[src/rtl/seq_pattern_detector.sv]
// ----------------------------------------------------------------------------
// seq_pattern_detector
//
// Moore serial-pattern detector with a run-time loadable PAT_W-bit pattern.
// Bits arrive MSB-first on data_in and are taken only while en=1. A fill
// counter holds the detector off until PAT_W valid bits are in the history.
// The OVERLAP parameter chooses what happens after a match: with OVERLAP=1
// the history is kept, so overlapping matches are found. With OVERLAP=0 the
// history restarts after each match. Matches are counted in a saturating
// counter.
//
// Ports
//   clk          rising-edge system clock
//   reset        asynchronous active-low reset
//   en           sample enable for data_in
//   data_in      serial data, MSB of the pattern first
//   pat_load     load pat_in as the new pattern (restarts the history)
//   pat_in       new pattern value
//   cnt_clr      synchronous clear of match_count (wins over a hit)
//   data_out     registered one-cycle match flag
//   match_count  saturating number of matches
//   count_sat    match_count is all ones
// ----------------------------------------------------------------------------
module seq_pattern_detector #(
  parameter int               PAT_W   = 4,
  parameter int               CNT_W   = 8,
  parameter int               OVERLAP = 1,
  parameter logic [PAT_W-1:0] DEF_PAT = PAT_W'(4'b1011)
) (
  input  logic             clk,
  input  logic             reset,
  input  logic             en,
  input  logic             data_in,
  input  logic             pat_load,
  input  logic [PAT_W-1:0] pat_in,
  input  logic             cnt_clr,
  output logic             data_out,
  output logic [CNT_W-1:0] match_count,
  output logic             count_sat
);

  localparam int               FILL_W    = $clog2(PAT_W + 1);
  localparam logic [FILL_W-1:0] FILL_FULL = FILL_W'(PAT_W);
  localparam logic [CNT_W-1:0]  CNT_MAX   = {CNT_W{1'b1}};

  // FILL while the history is still being primed, ARMED once it holds
  // PAT_W valid samples.
  typedef enum logic {
    FILL,
    ARMED
  } phase_e;

  logic [PAT_W-1:0]  pattern_q, pattern_d;
  logic [PAT_W-1:0]  hist_q, hist_d;
  logic [FILL_W-1:0] fill_q, fill_d;
  logic              data_out_q, data_out_d;
  logic [CNT_W-1:0]  cnt_q, cnt_d;

  phase_e            phase;
  logic [PAT_W-1:0]  hist_n;
  logic [FILL_W-1:0] fill_n;
  logic              hit;
  logic              hit_taken;

  // Speculative shift/fill values for an enabled sample. They are only used
  // when en=1 and pat_load=0, so an unknown data_in while idle never reaches
  // the state.
  always_comb begin
    phase  = (fill_q == FILL_FULL) ? ARMED : FILL;
    // The cast drops the oldest bit of the shifted history.
    hist_n = PAT_W'({hist_q, data_in});
    fill_n = (phase == ARMED) ? FILL_FULL : fill_q + 1'b1;
    hit    = (fill_n == FILL_FULL) && (hist_n == pattern_q);
  end

  assign hit_taken = en && !pat_load && hit;

  // Next-state logic, in priority order: pattern load, enabled sample, idle.
  always_comb begin
    // NOTE: every variable gets a default first so no path leaves one
    // unassigned, which would otherwise infer a latch.
    pattern_d  = pattern_q;
    hist_d     = hist_q;
    fill_d     = fill_q;
    data_out_d = 1'b0;

    if (pat_load) begin
      pattern_d = pat_in;
      hist_d    = '0;
      fill_d    = '0;
    end else if (en) begin
      hist_d     = hist_n;
      data_out_d = hit;
      fill_d     = (hit && (OVERLAP == 0)) ? '0 : fill_n;
    end
  end

  // A clear takes priority over a hit on the same edge. The hit still
  // pulses data_out but is not counted.
  always_comb begin
    cnt_d = cnt_q;
    if (cnt_clr) begin
      cnt_d = '0;
    end else if (hit_taken && (cnt_q != CNT_MAX)) begin
      cnt_d = cnt_q + 1'b1;
    end
  end

  always_ff @(posedge clk or negedge reset) begin
    // NOTE: sequential state uses non-blocking assignments so every register
    // samples the values from before this edge, whatever the statement order.
    if (!reset) begin
      pattern_q  <= DEF_PAT;
      hist_q     <= '0;
      fill_q     <= '0;
      data_out_q <= 1'b0;
      cnt_q      <= '0;
    end else begin
      pattern_q  <= pattern_d;
      hist_q     <= hist_d;
      fill_q     <= fill_d;
      data_out_q <= data_out_d;
      cnt_q      <= cnt_d;
    end
  end

  assign data_out    = data_out_q;
  assign match_count = cnt_q;
  assign count_sat   = (cnt_q == CNT_MAX);

endmodule

[config.mk]
export PLATFORM = sky130hd
export DESIGN_NAME = seq_pattern_detector
export DESIGN_NICKNAME = d
export VERILOG_FILES = /design/src/rtl/seq_pattern_detector.sv
export SDC_FILE = /design/constraint.sdc
export NUM_CORES = 1
export LEC_CHECK = 0
export CORE_UTILIZATION = 49
export CTS_CLUSTER_SIZE = 28
export DETAILED_ROUTE_END_ITERATION = 7
export GPL_TIMING_DRIVEN = 1
export PLACE_DENSITY = 0.79
export SLEW_MARGIN = 10
export SYNTH_ARGS = -nofsm -noshare
export SYNTH_HDL_FRONTEND = slang
export SYNTH_SLANG_ARGS = --single-unit
[constraint.sdc]
create_clock -name clk -period 2.85 [get_ports clk]
set_input_delay 0.4275 -clock clk [delete_from_list [all_inputs] [get_ports clk]]
set_output_delay 0.4275 -clock clk [all_outputs]
set_load 0.005 [all_outputs]
# [Yosys cells after proc, flatten, opt, wreduce, memory -nomap -nowiden]
# Index checks and enable logic that the tools add are counted.
[totals] regBits=19 output_inout_bits=10 word_cells=29
[op_classes] add_sub_neg=2 eq_ne=5 n_mux=10 reduce_logical=7
[ops] cell="$mux W8" n=2
[ops] cell="$mux W3" n=5
[ops] cell="$add A8 B1 Y8 const B" n=1
[ops] cell="$eq A8 B8 Y1 const B" n=1
[ops] cell="$ne A8 B8 Y1 const B" n=1
[ops] cell="$eq A3 B3 Y1 const B" n=2
[ops] cell="$eq A4 B4 Y1" n=1
[ops] cell="$logic_and A1 B1 Y1" n=4
[ops] cell="$reduce_bool A2 Y1" n=2
[ops] cell="$add A3 B1 Y3 const B" n=1
[ops] cell="$mux W1" n=3
[ops] cell="$logic_not A1 Y1" n=1

# [Longest topological paths before layout]
# Gate-level depths: netlist of the first run.
[depth] word_depth=9 ltp_mapped=8 depth_no_buf=8

# [Least setup slack after synthesis of the first run]
# OpenSTA, ideal clock, no wires.
[synth_timing] kind="register to register" start="reg fill_q[0]" end="reg cnt_q[7], in the netlist match_count[7]" setup_ps=125 t_arrival_ps=1948 t_required_ps=2725 setup_slack_ps=777 path_stages_with_launch=7 n_path_buf=0 path_cell_list="dfrtp_1 inv_1 ha_1 nand2b_1 a2111o_1 nor4_1 mux2_2"
[synth_between] elab_chain_cells=8 elab_cells_between_ends=9 cone_classes="add/sub (1); eq/ne (2); mux (2); reduce/logical (4)"
[synth_lines] item="start: declaration" line_no="55" source="logic [FILL_W-1:0] fill_q, fill_d;"
[synth_lines] item="start signal: assignment" line_no="121" source="fill_q <= fill_d;"
[synth_lines] item="parallel branches: the longest is 2 deep, another holds $add A3 B1 Y3"
[synth_lines] item="$mux W3 *" line_no="72" source="fill_n = (phase == ARMED) ? FILL_FULL : fill_q + 1'b1;"
[synth_lines] item="$eq A3 B3 Y1 *" line_no="73" source="hit = (fill_n == FILL_FULL) && (hist_n == pattern_q);"
[synth_lines] item="$logic_and A1 B1 Y1 *" line_no="73"
[synth_lines] item="$logic_and A1 B1 Y1 *" line_no="76" source="assign hit_taken = en && !pat_load && hit;"
[synth_lines] item="$logic_and A1 B1 Y1 *" line_no="104" source="end else if (hit_taken && (cnt_q != CNT_MAX)) begin"
[synth_lines] item="$reduce_bool A2 Y1 (no line) *"
[synth_lines] item="end signal: assignment" line_no="123" source="cnt_q <= cnt_d;"
[synth_lines] item="end: declaration" line_no="57" source="logic [CNT_W-1:0] cnt_q, cnt_d;"
# Mark *: on every way between the ends.
# A chain may end at the register's enable or synchronous reset.

# [Worst setup path in the final report of the first run]
# Ends and elaborated chain as after synthesis.

==> results of run 1 <==
[final timing paths]
path | startpoint | endpoint | slack, ns | cells past startpoint
max reg2reg | fill_q[0] | match_count[7] | 0.62 | 6
max | fill_q[0] | match_count[7] | 0.62 | 6
min in group asynchronous | reset | match_count[6] | 0.60 | 1
max in group asynchronous | reset | hist_q[0] | 1.75 | 1
min | match_count[6] | match_count[6] | 0.54 | 1
min reg2reg | match_count[6] | match_count[6] | 0.54 | 1
[state kept, by name, indices dropped and copies added (netlist names)]
signal	count
match_count	8
pattern_q	4
fill_q	3
hist_q	3
data_out	1
[power groups by stage]
stage / sequential (mW) / combinational [mW] / clock [mW]
floorplan: 0.294 / 0.0345 / 0
global placement: 0.295 / 0.0551 / 0
detailed placement: 0.296 / 0.0563 / 0
CTS: 0.291 / 0.0564 / 0.137
global route: 0.292 / 0.0629 / 0.145
finish: 0.291 / 0.0558 / 0.130
[metal layers]
metal  routed length, um  global-route usage  up-vias
met3                  78             0.06923        0
met2                 850              0.2833       18
li1                    -                   -      380
met1                 834              0.2729      352
met5                   0                   0        -
met4                   0             0.03429        0
[cell type report]
| cell class | instances | area (um2) | share of cell area |
|---|---|---|---|
| inverters | 6 | 22.52 | 0.01824 |
| repair buffers | 21 | 205.2 | 0.1662 |
| well taps | 25 | 31.28 | 0.02533 |
| flip-flops and latches | 19 | 479.2 | 0.3880 |
| clock buffers | 4 | 26.28 | 0.02128 |
| multi-input cells | 68 | 470.5 | 0.3810 |
[metrics by stage]
step	utilization	setup slack [ns]	hold slack (ns)	total power, mW
final	0.6784	0.6172	0.5428	0.4763
after global routing	0.6784	0.4988	0.5596	0.4996
after floorplan	-	0.7771	0.1319	0.3281
after detailed placement	0.6639	0.5116	0.5251	0.3520
after global placement	0.6639	0.5548	0.5194	0.3503
after CTS	0.6784	0.6117	0.5436	0.4836
[cells in the final DEF, fill, tap and decap left out, types with 4 or more instances in the layout]
master,n
mux2i_1,5
inv_1,5
dfrtp_1,16
mux2_2,7
a21oi_1,5
nand2_1,7
nand3_1,4
nor2_1,10
clkdlybuf4s50_1,19
nand2b_1,4
[cell families (layout without fill, tap and decap cells)]
logic type | Yosys count | count (layout) | synth area share
AOI/OAI and AO/OA | 12 | 12 | 0.07759
xor gates and xnor gates | 4 | 4 | 0.03505
adders and majority gates | 3 | 3 | 0.03755
buffers and inverters | 9 | 31 | 0.05006
DFF | 19 | 19 | 0.4793
muxes | 12 | 12 | 0.1289
and+or+nand+nor | 37 | 37 | 0.1915
==> flow_summary.ini, run 1 <==
[status]
run_status = complete, no violations

[timing]
post-route-period-util = 0.7834
timing.max_slew.rel_slack = 0.4540
fmaxAchievable_mhz = 447.9
period_minus_slack_ns = 2.233
slew_viol_final = 0
number_of_endpoints_failing_setup_at_the_final_stage = 0
clock-skew-final_ns = 0.002809
grt_setup_unrepaired = no
timing_hold_violations_final = 0
worstMarginPinSlew_ns = 0.8164
timing.setup.tns_ns = 0

[clock_network]
clk_path_buf_depth = 2
insertion_delay_ns = 0.29
cts_sinks = 19
cts.htree.levels = 1
post_cts_resized = 0
clk_root_buffer_cell = clkbuf_4
cts_hold_buf = 0
tritoncts.num_buffers = 3
postCtsSetupRepairBufs = 0
worst_setup_hold_path_clk_slew_ns = 0.10
clock_tree_from_tritoncts = done

[power]
netSwitchingFraction = 0.2265
powerDensity_nw_per_um2 = 385.7
power.sequential.fraction = 0.611
cellLeakagePower_nw = 0.5118
irDropWorstVdd_v = 0.0002950
cellInternalPower_uw = 368.4
netSwitchingPower_uw = 107.9
power_frac_comb = 0.117
clockPowerShare = 0.272

[logic_synthesis]
synth.yosys.warnings = 0
synthDominantCellAreaShare = 0.4005
ys_seq_area_frac = 0.4793
post_synth_instance_area_um2 = 999.7
synth_most_common_cell = dfrtp_1
count_of_unique_library_cells_instantiated_by_yosys = 30
post_synthesis_area_per_instance_um2 = 10.41
dominantRegCellSynth = dfrtp_1
post_synth_edffs = 0
net_count_after_synthesis = 109
async_reset_ff_frac = 1.000
largest_cells_by_area_after_synthesis = dfrtp_1 40%, dfstp_2 7.9%, mux2_2 7.9%, mux2i_1 5.0%, ha_1 3.8%
synth.largest_area_cell = dfrtp_1
yosys-top-cells-count = 16 x dfrtp_1, 10 x nor2_1, 7 x mux2_2, 7 x nand2_1
number_of_cells_produced_by_synthesis = 96
yosys_register_bits = 19

[setup_path]
timing_worst_setup_path_type = register to register
cp.required_ns = 3.03
cpMaxStageDelayCell = a2111o_1
timing.critical_path.arrival_ns = 2.41
cp_top_family = compound AO/OA/AOI/OAI gates
worstPathBufferInverterCount = 1
critical_path.startpoint_type = register
critical_path.cell_chain = inv_1 > ha_1 > nand2b_1 > a2111o_1 > nor4_1 > mux2_2
critPathMaxFanout = 9
crit_path_max_incr_delay_ns = 0.52
crit_path_end_kind = register

[place]
place_area_um2 = 1209
place_congestion = 0.8209
numPortBuffers = 19
dp_cells = 139
detailedPlacementHpwl_um = 1347

[final_layout]
postLayoutCellArea_um2 = 1235
post_layout_nonfiller_instances = 143
antennaDiodeCount = 0
layout.filler_cells = 155
finish.net_count = 132
drive_gt1_frac = 0.1441
areaGrowthSynthToFinish_pct = 23.53

[die]
initial_core_util = 0.5491
overall_die_width_um = 47.17
ios = 20
core_area_um2 = 1821
placementRows = 15
die_area_um2 = 2225
die_y_um = 47.17

[route]
route.final.wire_length_um = 1763
drc = 0
via_count = 750
antenna_left = 0
avgRoutedWirePerCell_um = 12.33
routed_via_density = 5.245
detail_route.iter0.violations = 8
detailedRoute.firstPassIterationCount = 4

[job]
max-cap-violations = 0

[global_route]
grt_overflow = 0
first_global_vias = 649
grt_pass1_wl_um = 2932
grt_antenna_before_repair = 0
globalRouteTotalUtil = 0.1914
maximum_number_of_pins_on_one_net_before_global_route_repair = 20

[worst_hold_path]
hold_path.class = register to register
Power figures use the tool's default switching activity.
==> inputs of run 2 (changes only) <==
==> constraint.sdc (replaced) <==
create_clock -name clk -period 2.3 [get_ports clk]
set_input_delay 0.345 -clock clk [delete_from_list [all_inputs] [get_ports clk]]
set_output_delay 0.345 -clock clk [all_outputs]
set_load 0.005 [all_outputs]
==> run 2 against run 1 <==
Effect of this change: register-to-register slack lost 0.51 ns; utilization grew 2.3 points; sequential power grew 24%; clock power grew 29%; count of clock-buffer cells in the layout is the same; die area is the same; largest cell class is now multi-input gates; via count grew 8.0%; critical endpoint is now match_count[4]; first-iteration DRC count grew 140%; maximum frequency grew 1.6%; critical path type unchanged.
==> flow_summary.ini, run 2 (synthesis gave the netlist of run 1 again) <==
[clock_network]
cts.htree.levels = 1
cts_sinks = 19
cts_hold_buf = 0
clock_tree_from_tritoncts = done
clk_root_buffer_cell = clkbuf_4
clk_path_buf_depth = 2
worst_setup_hold_path_clk_slew_ns = 0.10
tritoncts.num_buffers = 3
insertion_delay_ns = 0.30

[global_route]
grt_antenna_before_repair = 0
grt_pass1_wl_um = 3063
globalRouteTotalUtil = 0.2034
grt_overflow = 0
maximum_number_of_pins_on_one_net_before_global_route_repair = 20
first_global_vias = 693

[die]
ios = 20
core_area_um2 = 1821
die_area_um2 = 2225
die_y_um = 47.17
overall_die_width_um = 47.17
placementRows = 15
initial_core_util = 0.5491

[setup_path]
timing.critical_path.arrival_ns = 2.42
timing_worst_setup_path_type = register to register
worst_r2r_path_depth = 7
cp.required_ns = 2.53
critical_path.startpoint_type = register
crit_path_end_kind = register
critPathMaxFanout = 5

[timing]
timing_hold_violations_final = 0
slew_viol_final = 0
clock-skew-final_ns = 0.003129
worstMarginPinSlew_ns = 0.4037
fin_worst_hold_slack_ns = 0.3687
period_minus_slack_ns = 2.197
post-route-period-util = 0.9553
timing.max_slew.rel_slack = 0.7300
number_of_endpoints_failing_setup_at_the_final_stage = 0
fmaxAchievable_mhz = 455.1

[worst_hold_path]
hold_path.class = primary input to asynchronous set/reset pin

[place]
detailedPlacementHpwl_um = 1383
numPortBuffers = 19
dp_cells = 140
place_congestion = 0.8269

[route]
drc = 0
antenna_left = 0
routed_via_density = 5.548
detailedRoute.firstPassIterationCount = 4
via_count = 810
route.final.wire_length_um = 1950
avgRoutedWirePerCell_um = 13.36
detail_route.iter0.violations = 19

[final_layout]
layout.filler_cells = 143
areaGrowthSynthToFinish_pct = 27.66
final_design_utilization = 0.7010
final_common_cell = clkdlybuf4s50_1
drive_gt1_frac = 0.1818
largest_register_ffs = 8
layout_common_cells = 19 x clkdlybuf4s50_1, 16 x dfrtp_1, 10 x nor2_1
antennaDiodeCount = 0
finish.net_count = 135
post_layout_nonfiller_instances = 146

[status]
run_status = complete, no violations

[job]
max-cap-violations = 0

[power]
cellLeakagePower_nw = 0.5222
post-layout-total-power_uw = 603.7
irDropWorstVdd_v = 0.0003608
powerDensity_nw_per_um2 = 473.1
[run 2: changes by cell type in the layout (fill, tap and decap cells not counted), sizes merged]
cell / before / now
a2111o: 1 / 2
buf: 2 / 4
[run 2: path summary, 6_finish.rpt]
path / endpoint / slack, ns / from
max reg2reg: match_count[4] / 0.10 / fill_q[0]
min: fill_q[0] / 0.37 / reset
min in group clk: match_count[6] / 0.55 / match_count[6]
max: match_count[4] / 0.10 / fill_q[0]
max in group asynchronous: pattern_q[0] / 1.67 / reset
min reg2reg: match_count[6] / 0.55 / match_count[6]
[run 2: worst max-delay path: stages (launching register included)]
cell and delay (ns):
dfrtp_1 0.44, inv_1 0.08, ha_1 0.18, nand3b_1 0.12, o2111ai_1 0.17, a2111o_1 0.46, or4_1 0.52, a21oi_2 0.16
[run 2: what timing repair did]
action | 4_1_cts | 5_1_grt
gates resized for setup | 0 | 3
setup buffers | 0 | 1
setup endpoints to repair | 0 | 4
[run 2: cell type report]
| cell class | instances | area, um2 | share of cell area |
|---|---|---|---|
| multi-input combinational | 69 | 496.7 | 0.3892 |
| inverter | 6 | 22.52 | 0.01765 |
| sequential | 19 | 479.2 | 0.3755 |
| clock buffer | 4 | 26.28 | 0.02059 |
| tap | 25 | 31.28 | 0.02451 |
| timing repair buffer | 23 | 220.2 | 0.1725 |
[run 2: power breakdown]
part	total, mW	switching, mW	internal [mW]	leakage (nW)
clock network	0.168	0.100	0.0676	0.0150
registers	0.360	0.0100	0.350	0.250
logic	0.0760	0.0337	0.0423	0.257
[run 2: stage by stage]
stage               worst slack (ns)  TNS (ns)  cell area [um2]
floorplan                     0.2271         0            999.7
global placement             0.08954         0             1216
detailed placement           0.04835         0             1216
CTS                          0.02888         0             1242
global route                -0.01443  -0.01443             1276
finish                        0.1028         0             1276
[run 2: metal layers]
metal | global-route usage | vias to the layer above | wire length [um]
met5 | 0 | - | 0
met3 | 0.07692 | 2 | 98
met4 | 0.06286 | 0 | 13
met2 | 0.3028 | 21 | 938
met1 | 0.2754 | 392 | 900
li1 | - | 395 | -
